**config.mk**
```make
export PLATFORM = sky130hd
export DESIGN_NAME = control_unit_flat
export DESIGN_NICKNAME = d
export VERILOG_FILES = /design/src/rtl/control_unit_if.sv /design/src/rtl/control_unit.sv /design/src/flat_wrapper.sv
export SDC_FILE = /design/constraint.sdc
export NUM_CORES = 1
export LEC_CHECK = 0
export ABC_AREA = 1
export ABC_CLOCK_PERIOD_IN_PS = 1550
export CORE_UTILIZATION = 45
export CTS_BUF_LIST = sky130_fd_sc_hd__clkbuf_4 sky130_fd_sc_hd__clkbuf_8
export CTS_CLUSTER_DIAMETER = 200
export DETAILED_ROUTE_END_ITERATION = 12
export PLACE_DENSITY = 0.81
export SLEW_MARGIN = 10
export SYNTH_ARGS = -nofsm -noshare
export SYNTH_HDL_FRONTEND = slang
export SYNTH_SLANG_ARGS = --single-unit
```
**constraint.sdc**
```tcl
create_clock -name clk -period 1.55 [get_ports clk]
set_clock_uncertainty 0.2 [all_clocks]
set_input_delay 0.155 -clock clk [delete_from_list [all_inputs] [get_ports clk]]
set_output_delay 0.155 -clock clk [all_outputs]
set_load 0.02 [all_outputs]
```
**src/rtl/control_unit_if.sv**
```systemverilog
// Control-side bus of the sequencer: ROM fetch, datapath strobes and flag returns.
// The master modport belongs to control_unit; the slave modport to the ROM/datapath side.
interface control_unit_if;
  logic [15:0] instr;
  logic        pause_req;
  logic        step;
  logic        alu_zero;
  logic        alu_carry;
  logic [7:0]  pc;
  logic        alu_en;
  logic [2:0]  alu_opcode;
  logic [7:0]  imm_value;
  logic [3:0]  write_addr;
  logic [3:0]  ra_addr;
  logic [3:0]  rb_addr;
  logic        write_en;
  logic        cpu_paused;
  logic        halted;

  modport master (
    input  instr, pause_req, step, alu_zero, alu_carry,
    output pc, alu_en, alu_opcode, imm_value, write_addr, ra_addr, rb_addr,
           write_en, cpu_paused, halted
  );

  modport slave (
    output instr, pause_req, step, alu_zero, alu_carry,
    input  pc, alu_en, alu_opcode, imm_value, write_addr, ra_addr, rb_addr,
           write_en, cpu_paused, halted
  );
endinterface

```
**src/rtl/control_unit.sv**
```systemverilog
// Two-cycle fetch/execute sequencer and decoder driving the datapath control ports.
// Z/C are latched from the datapath at the end of every ALU execute for later branches.
module control_unit (
  input  logic           clk,
  input  logic           rst,
  control_unit_if.master ctrl
);

  // state    | meaning
  // ST_FETCH | latch ROM word into IR, or hold while paused without a step
  // ST_EXEC  | issue strobes for IR, update pc and flags
  // ST_HALT  | stopped after HALT, left only through rst
  typedef enum logic [1:0] {
    ST_FETCH = 2'd0,
    ST_EXEC  = 2'd1,
    ST_HALT  = 2'd2
  } state_t;

  state_t      state_q, state_d;
  logic [15:0] ir_q, ir_d;
  logic [7:0]  pc_q, pc_d;
  logic        z_q, z_d;
  logic        c_q, c_d;

  logic [2:0]  cls;
  logic        is_alu, is_ldi, is_jmp, is_jz, is_jc, is_halt;
  logic        br_taken, hold;
  logic        we_raw, ae_raw, paused, halted;

  assign cls      = ir_q[14:12];
  assign is_alu   = ir_q[15];
  assign is_ldi   = !ir_q[15] && (cls == 3'b001);
  assign is_jmp   = !ir_q[15] && (cls == 3'b010);
  assign is_jz    = !ir_q[15] && (cls == 3'b011);
  assign is_jc    = !ir_q[15] && (cls == 3'b100);
  assign is_halt  = !ir_q[15] && (cls == 3'b101);
  assign br_taken = is_jmp || (is_jz && z_q) || (is_jc && c_q);
  assign hold     = ctrl.pause_req && !ctrl.step;

  always_ff @(posedge clk) begin
    if (rst) begin
      state_q <= ST_FETCH;
      ir_q    <= 16'h0000;
      pc_q    <= 8'h00;
      z_q     <= 1'b0;
      c_q     <= 1'b0;
    end else begin
      state_q <= state_d;
      ir_q    <= ir_d;
      pc_q    <= pc_d;
      z_q     <= z_d;
      c_q     <= c_d;
    end
  end

  always_comb begin
    state_d = state_q;
    ir_d    = ir_q;
    pc_d    = pc_q;
    z_d     = z_q;
    c_d     = c_q;
    we_raw  = 1'b0;
    ae_raw  = 1'b0;
    paused  = 1'b0;
    halted  = 1'b0;
    case (state_q)
      ST_FETCH: begin
        paused = hold;
        if (!hold) begin
          ir_d    = ctrl.instr;
          state_d = ST_EXEC;
        end
      end
      ST_EXEC: begin
        we_raw = is_alu || is_ldi;
        ae_raw = is_alu;
        if (is_alu) begin
          z_d = ctrl.alu_zero;
          c_d = ctrl.alu_carry;
        end
        // HALT keeps pc on its own address so the stop point stays visible
        if (is_halt) begin
          state_d = ST_HALT;
        end else begin
          state_d = ST_FETCH;
          pc_d    = br_taken ? ir_q[7:0] : pc_q + 8'd1;
        end
      end
      ST_HALT: begin
        paused = 1'b1;
        halted = 1'b1;
      end
      default: state_d = ST_FETCH;
    endcase
  end

  // Strobes are gated by rst so a reset landing in EXEC commits nothing.
  assign ctrl.write_en   = we_raw && !rst;
  assign ctrl.alu_en     = ae_raw && !rst;
  assign ctrl.cpu_paused = paused;
  assign ctrl.halted     = halted;
  assign ctrl.pc         = pc_q;
  assign ctrl.alu_opcode = ir_q[14:12];
  assign ctrl.write_addr = ir_q[11:8];
  assign ctrl.ra_addr    = is_alu ? ir_q[7:4] : 4'h0;
  assign ctrl.rb_addr    = is_alu ? ir_q[3:0] : 4'h0;
  assign ctrl.imm_value  = ir_q[7:0];

endmodule

```
**src/flat_wrapper.sv**
```systemverilog
// flat-port wrapper written by rule: the top's interface ports become plain ports
module control_unit_flat 
  (clk, rst, ctrl_instr, ctrl_pause_req, ctrl_step, ctrl_alu_zero, ctrl_alu_carry, ctrl_pc, ctrl_alu_en, ctrl_alu_opcode, ctrl_imm_value, ctrl_write_addr, ctrl_ra_addr, ctrl_rb_addr, ctrl_write_en, ctrl_cpu_paused, ctrl_halted);
  control_unit_if ctrl_i ();
  input  logic clk;
  input  logic rst;
  input wire logic [$bits(ctrl_i.instr)-1:0] ctrl_instr;
  input wire logic [$bits(ctrl_i.pause_req)-1:0] ctrl_pause_req;
  input wire logic [$bits(ctrl_i.step)-1:0] ctrl_step;
  input wire logic [$bits(ctrl_i.alu_zero)-1:0] ctrl_alu_zero;
  input wire logic [$bits(ctrl_i.alu_carry)-1:0] ctrl_alu_carry;
  output wire logic [$bits(ctrl_i.pc)-1:0] ctrl_pc;
  output wire logic [$bits(ctrl_i.alu_en)-1:0] ctrl_alu_en;
  output wire logic [$bits(ctrl_i.alu_opcode)-1:0] ctrl_alu_opcode;
  output wire logic [$bits(ctrl_i.imm_value)-1:0] ctrl_imm_value;
  output wire logic [$bits(ctrl_i.write_addr)-1:0] ctrl_write_addr;
  output wire logic [$bits(ctrl_i.ra_addr)-1:0] ctrl_ra_addr;
  output wire logic [$bits(ctrl_i.rb_addr)-1:0] ctrl_rb_addr;
  output wire logic [$bits(ctrl_i.write_en)-1:0] ctrl_write_en;
  output wire logic [$bits(ctrl_i.cpu_paused)-1:0] ctrl_cpu_paused;
  output wire logic [$bits(ctrl_i.halted)-1:0] ctrl_halted;
  assign ctrl_i.instr = ctrl_instr;
  assign ctrl_i.pause_req = ctrl_pause_req;
  assign ctrl_i.step = ctrl_step;
  assign ctrl_i.alu_zero = ctrl_alu_zero;
  assign ctrl_i.alu_carry = ctrl_alu_carry;
  assign ctrl_pc = ctrl_i.pc;
  assign ctrl_alu_en = ctrl_i.alu_en;
  assign ctrl_alu_opcode = ctrl_i.alu_opcode;
  assign ctrl_imm_value = ctrl_i.imm_value;
  assign ctrl_write_addr = ctrl_i.write_addr;
  assign ctrl_ra_addr = ctrl_i.ra_addr;
  assign ctrl_rb_addr = ctrl_i.rb_addr;
  assign ctrl_write_en = ctrl_i.write_en;
  assign ctrl_cpu_paused = ctrl_i.cpu_paused;
  assign ctrl_halted = ctrl_i.halted;
  control_unit u_core (.clk(clk), .rst(rst), .ctrl(ctrl_i));
endmodule
```
==> summary.txt <==
Clock network
  • CTS buffer count: 3
  • CTS root buf: clkbuf_4
  • CTS tree: done
  • Worst-case clock buffer depth: 2
  • Hold Buf Count CTS: 0
  • CTS Sinks: 28
  • Worst-path clk slew: between 150 and 200 ps
  • Clock Latency Late Sink: approximately 350 ps
  • Htree depth: 1

Synthesis
  • Synth top cells by count: nand2_1 (55), inv_1 (33), dfxtp_1 (28)
  • Synth async-reset ratio: 0
  • Yosys reg bits: 28
  • Post-synthesis sequential area ratio: 0.359
  • Synth top area cells: dfxtp_1 (36%), nand2_1 (13%), inv_1 (7.9%), buf_4 (7.2%), a21oi_1 (5.1%)
  • Post-synthesis cell area: ~1600 um^2
  • Cells after synthesis: between 200 and 250
  • Post-synth net total: approximately 250
  • Prevailing post-synth register cell: dfxtp_1
  • Synth Area per Inst: 7.00 um^2
  • Count leader, synth: nand2_1
  • Ys Warns: 0
  • EDFF count, synth: 0
  • Yosys top cell by area: dfxtp_1
  • Netlist cell types: 28
  • Post-synth top area share: 0.359

Layout
  • Footprint of the multi-input gates: ~830 um^2
  • Layout cells sized above 1: 0.317
  • Fill cells: approximately 290
  • Fin nets: 317
  • Number of diodes: 0
  • Cell area after layout: roughly 2400 um^2
  • Sequential cell area: roughly 570 um^2
  • Area delta synth->final: 52.3%
  • Fin cells: 339

Drt
  • DRC viols: 0
  • Drt pass-1 iters: 4
  • Vias: approximately 1600
  • Via/cell ratio: just under 5
  • Antenna Nets Post-Route: 0
  • Initial DRC Count: 48
  • Avg WL per Cell: 12.5 um
  • Post-Route WL: between 4000 and 5000 um

Hold path
  • Hold Path Depth: 3
  • Hold path endpoint: u_core.ir_q[14]$_SDFFE_PP0P_
  • Hold crit path type: in2reg
  • Hold Crit Start: ctrl_instr[14]

Timing
  • Slew Viols, Final: 0
  • Setup violations, final: 2
  • Worst Setup Slack, final: -134 ps
  • Fmax: 594 MHz
  • Post-route setup TNS: -196 ps
  • Tcrit/Tclk final: 1.09
  • Final hold vios: 0
  • Slew headroom: 0.774
  • Worst hold slack: about 150 ps
  • Min Tclk post-route: approximately 1700 ps
  • RSZ-0062 raised after global routing: true
  • Worst-Margin Slew: 340 ps

Setup path
  • Worst EP required: approximately 1200 ps
  • Crit Path Max Fanout: 2
  • CP Class: reg2out
  • Worst EP arrival: ~1300 ps
  • Crit path launch type: register
  • Worst R2R Path Depth: 8
  • Reg-to-reg setup timing slack: roughly 10 ps
  • CP endpoint kind: primary output
  • Reg2Reg Launch Point: u_core.ir_q[14]$_SDFFE_PP0P_
  • Reg2reg end: u_core.ctrl.pc[7]$_SDFFE_PP0P_

Status
  • Status: finished with violations
  • Violated checks: negative setup slack

Place
  • Detailed placement HPWL: roughly 2700 um
  • Dpl cells: approximately 320
  • Placed instance area: between 2000 and 2500 um^2
  • GPL Wtd Cong: just over 0.8
  • Number of port buffers: 56

Floorplanning
  • Initial Util: 0.468
  • I/O pin total: 57
  • Die Y: 60.9 um
  • Placeable Area: roughly 3300 um^2
  • Die Width: between 60 and 70 um
  • Total die area: between 3000 and 4000 um^2
  • Std-Cell Rows: 21

Global routing
  • All-Layer GR Usage: 0.213
  • Gr ovfl total: 0
  • Initial antenna violation count: 0
  • First-pass GRT wire length: ~5800 um
  • Pin count of the biggest net entering global routing: 30
  • Vias in the first global route: 1379

Power and ir drop
  • Leak pwr: 1.15 nW
  • Pwr Total: 1.81 mW
  • Maximum vdd drop: 0.000417 V
  • Power Density: ~760 nW/um^2

Run
  • # Max-Cap Violations: 0
-- routing by layer --
metal	routed length, um	track usage
met4	97	0.0877
met5	0	0
met2	2180	0.405
met1	1730	0.230
met3	213	0.0362
-- kinds of logic after synthesis --
family,Yosys count,synth area share
buffers and inverters,56,0.185
adders and majority gates,1,0.00802
and+or+nand+nor,102,0.298
xor gates and xnor gates,2,0.0112
AOI/OAI and AO/OA,34,0.138
DFF,28,0.359
-- registers in the layout, summed over array words and instances, names as in the netlist --
name / count
u_core.state_q: 2
u_core.z_q: 1
u_core.c_q: 1
u_core.ir_q: 16
u_core.ctrl.pc: 8
-- layout by cell type, fill, tap and decap left out, types with 2 or more instances in the layout --
| master | instances |
|---|---|
| clkdlybuf4s15_1 | 6 |
| nor2_4 | 6 |
| or2_4 | 2 |
| buf_6 | 8 |
| o21ai_1 | 2 |
| nand3_4 | 2 |
| nand3_1 | 9 |
| a21oi_1 | 13 |
| o21ai_2 | 2 |
| inv_1 | 27 |
| buf_4 | 24 |
| nor2_1 | 17 |
| nand2_1 | 46 |
| dfxtp_2 | 7 |
| dfxtp_1 | 21 |
| clkdlybuf4s50_1 | 21 |
| inv_2 | 5 |
| inv_4 | 2 |
| dlygate4sd2_1 | 16 |
| clkbuf_4 | 3 |
| a21oi_2 | 4 |
| nand4_1 | 6 |
| nand2_4 | 5 |
| a211oi_1 | 10 |
| nand2_2 | 8 |
| buf_2 | 9 |
-- per-stage QoR --
step | utilization | worst slack [ps]
6_report | 0.712 | -134
5_1_grt | 0.712 | -206
4_1_cts | 0.660 | -255
3_5_place_dp | 0.653 | -482
3_3_place_gp | 0.653 | -478
2_1_floorplan | - | 33.6
-- worst max-delay path: stages, from the launching register on --
cell and delay [ps]:
dfxtp_2 350, inv_2 50, nand2_2 50, or2_4 230
a21oi_2 160, buf_4 160
-- report_power, final --
part / internal (mW) / switching (mW)
clock: 0.144 / 0.222
combinational: 0.284 / 0.340
sequential: 0.777 / 0.0411
-- layout make-up --
| type | count | area share |
|---|---|---|
| well taps | 46 | 0.0242 |
| clock buffers | 4 | 0.0153 |
| flip-flops and latches | 28 | 0.240 |
| repair buffers | 86 | 0.316 |
| multi-input cells | 141 | 0.349 |
| inverters | 34 | 0.0558 |
-- worst max-delay path by stage --
| stage | from | endpoint | slack (ps) | cells past startpoint |
|---|---|---|---|---|
| 2_1_floorplan | u_core.ir_q[13]$_SDFFE_PP0P_ | ctrl_write_en | 30 | 4 |
| 3_3_place_gp | rst | ctrl_write_en | -480 | 4 |
| 3_5_place_dp | rst | ctrl_write_en | -480 | 4 |
| 4_1_cts | u_core.ir_q[13]$_SDFFE_PP0P_ | ctrl_write_en | -250 | 5 |
| 5_1_grt | u_core.ir_q[13]$_SDFFE_PP0P_ | ctrl_write_en | -210 | 5 |
| 6_report | u_core.ir_q[13]$_SDFFE_PP0P_ | ctrl_write_en | -130 | 5 |
-- timing repair --
action | CTS | global route
resized for setup | 92 | 43
buffers inserted | 3 | 8
gates cloned | 0 | 2
pin swaps | 2 | 14
endpoints found under the setup margin | 35 | 17
hold endpoints to repair | 0 | 0
No activity file was read; power rests on OpenSTA's default activity.
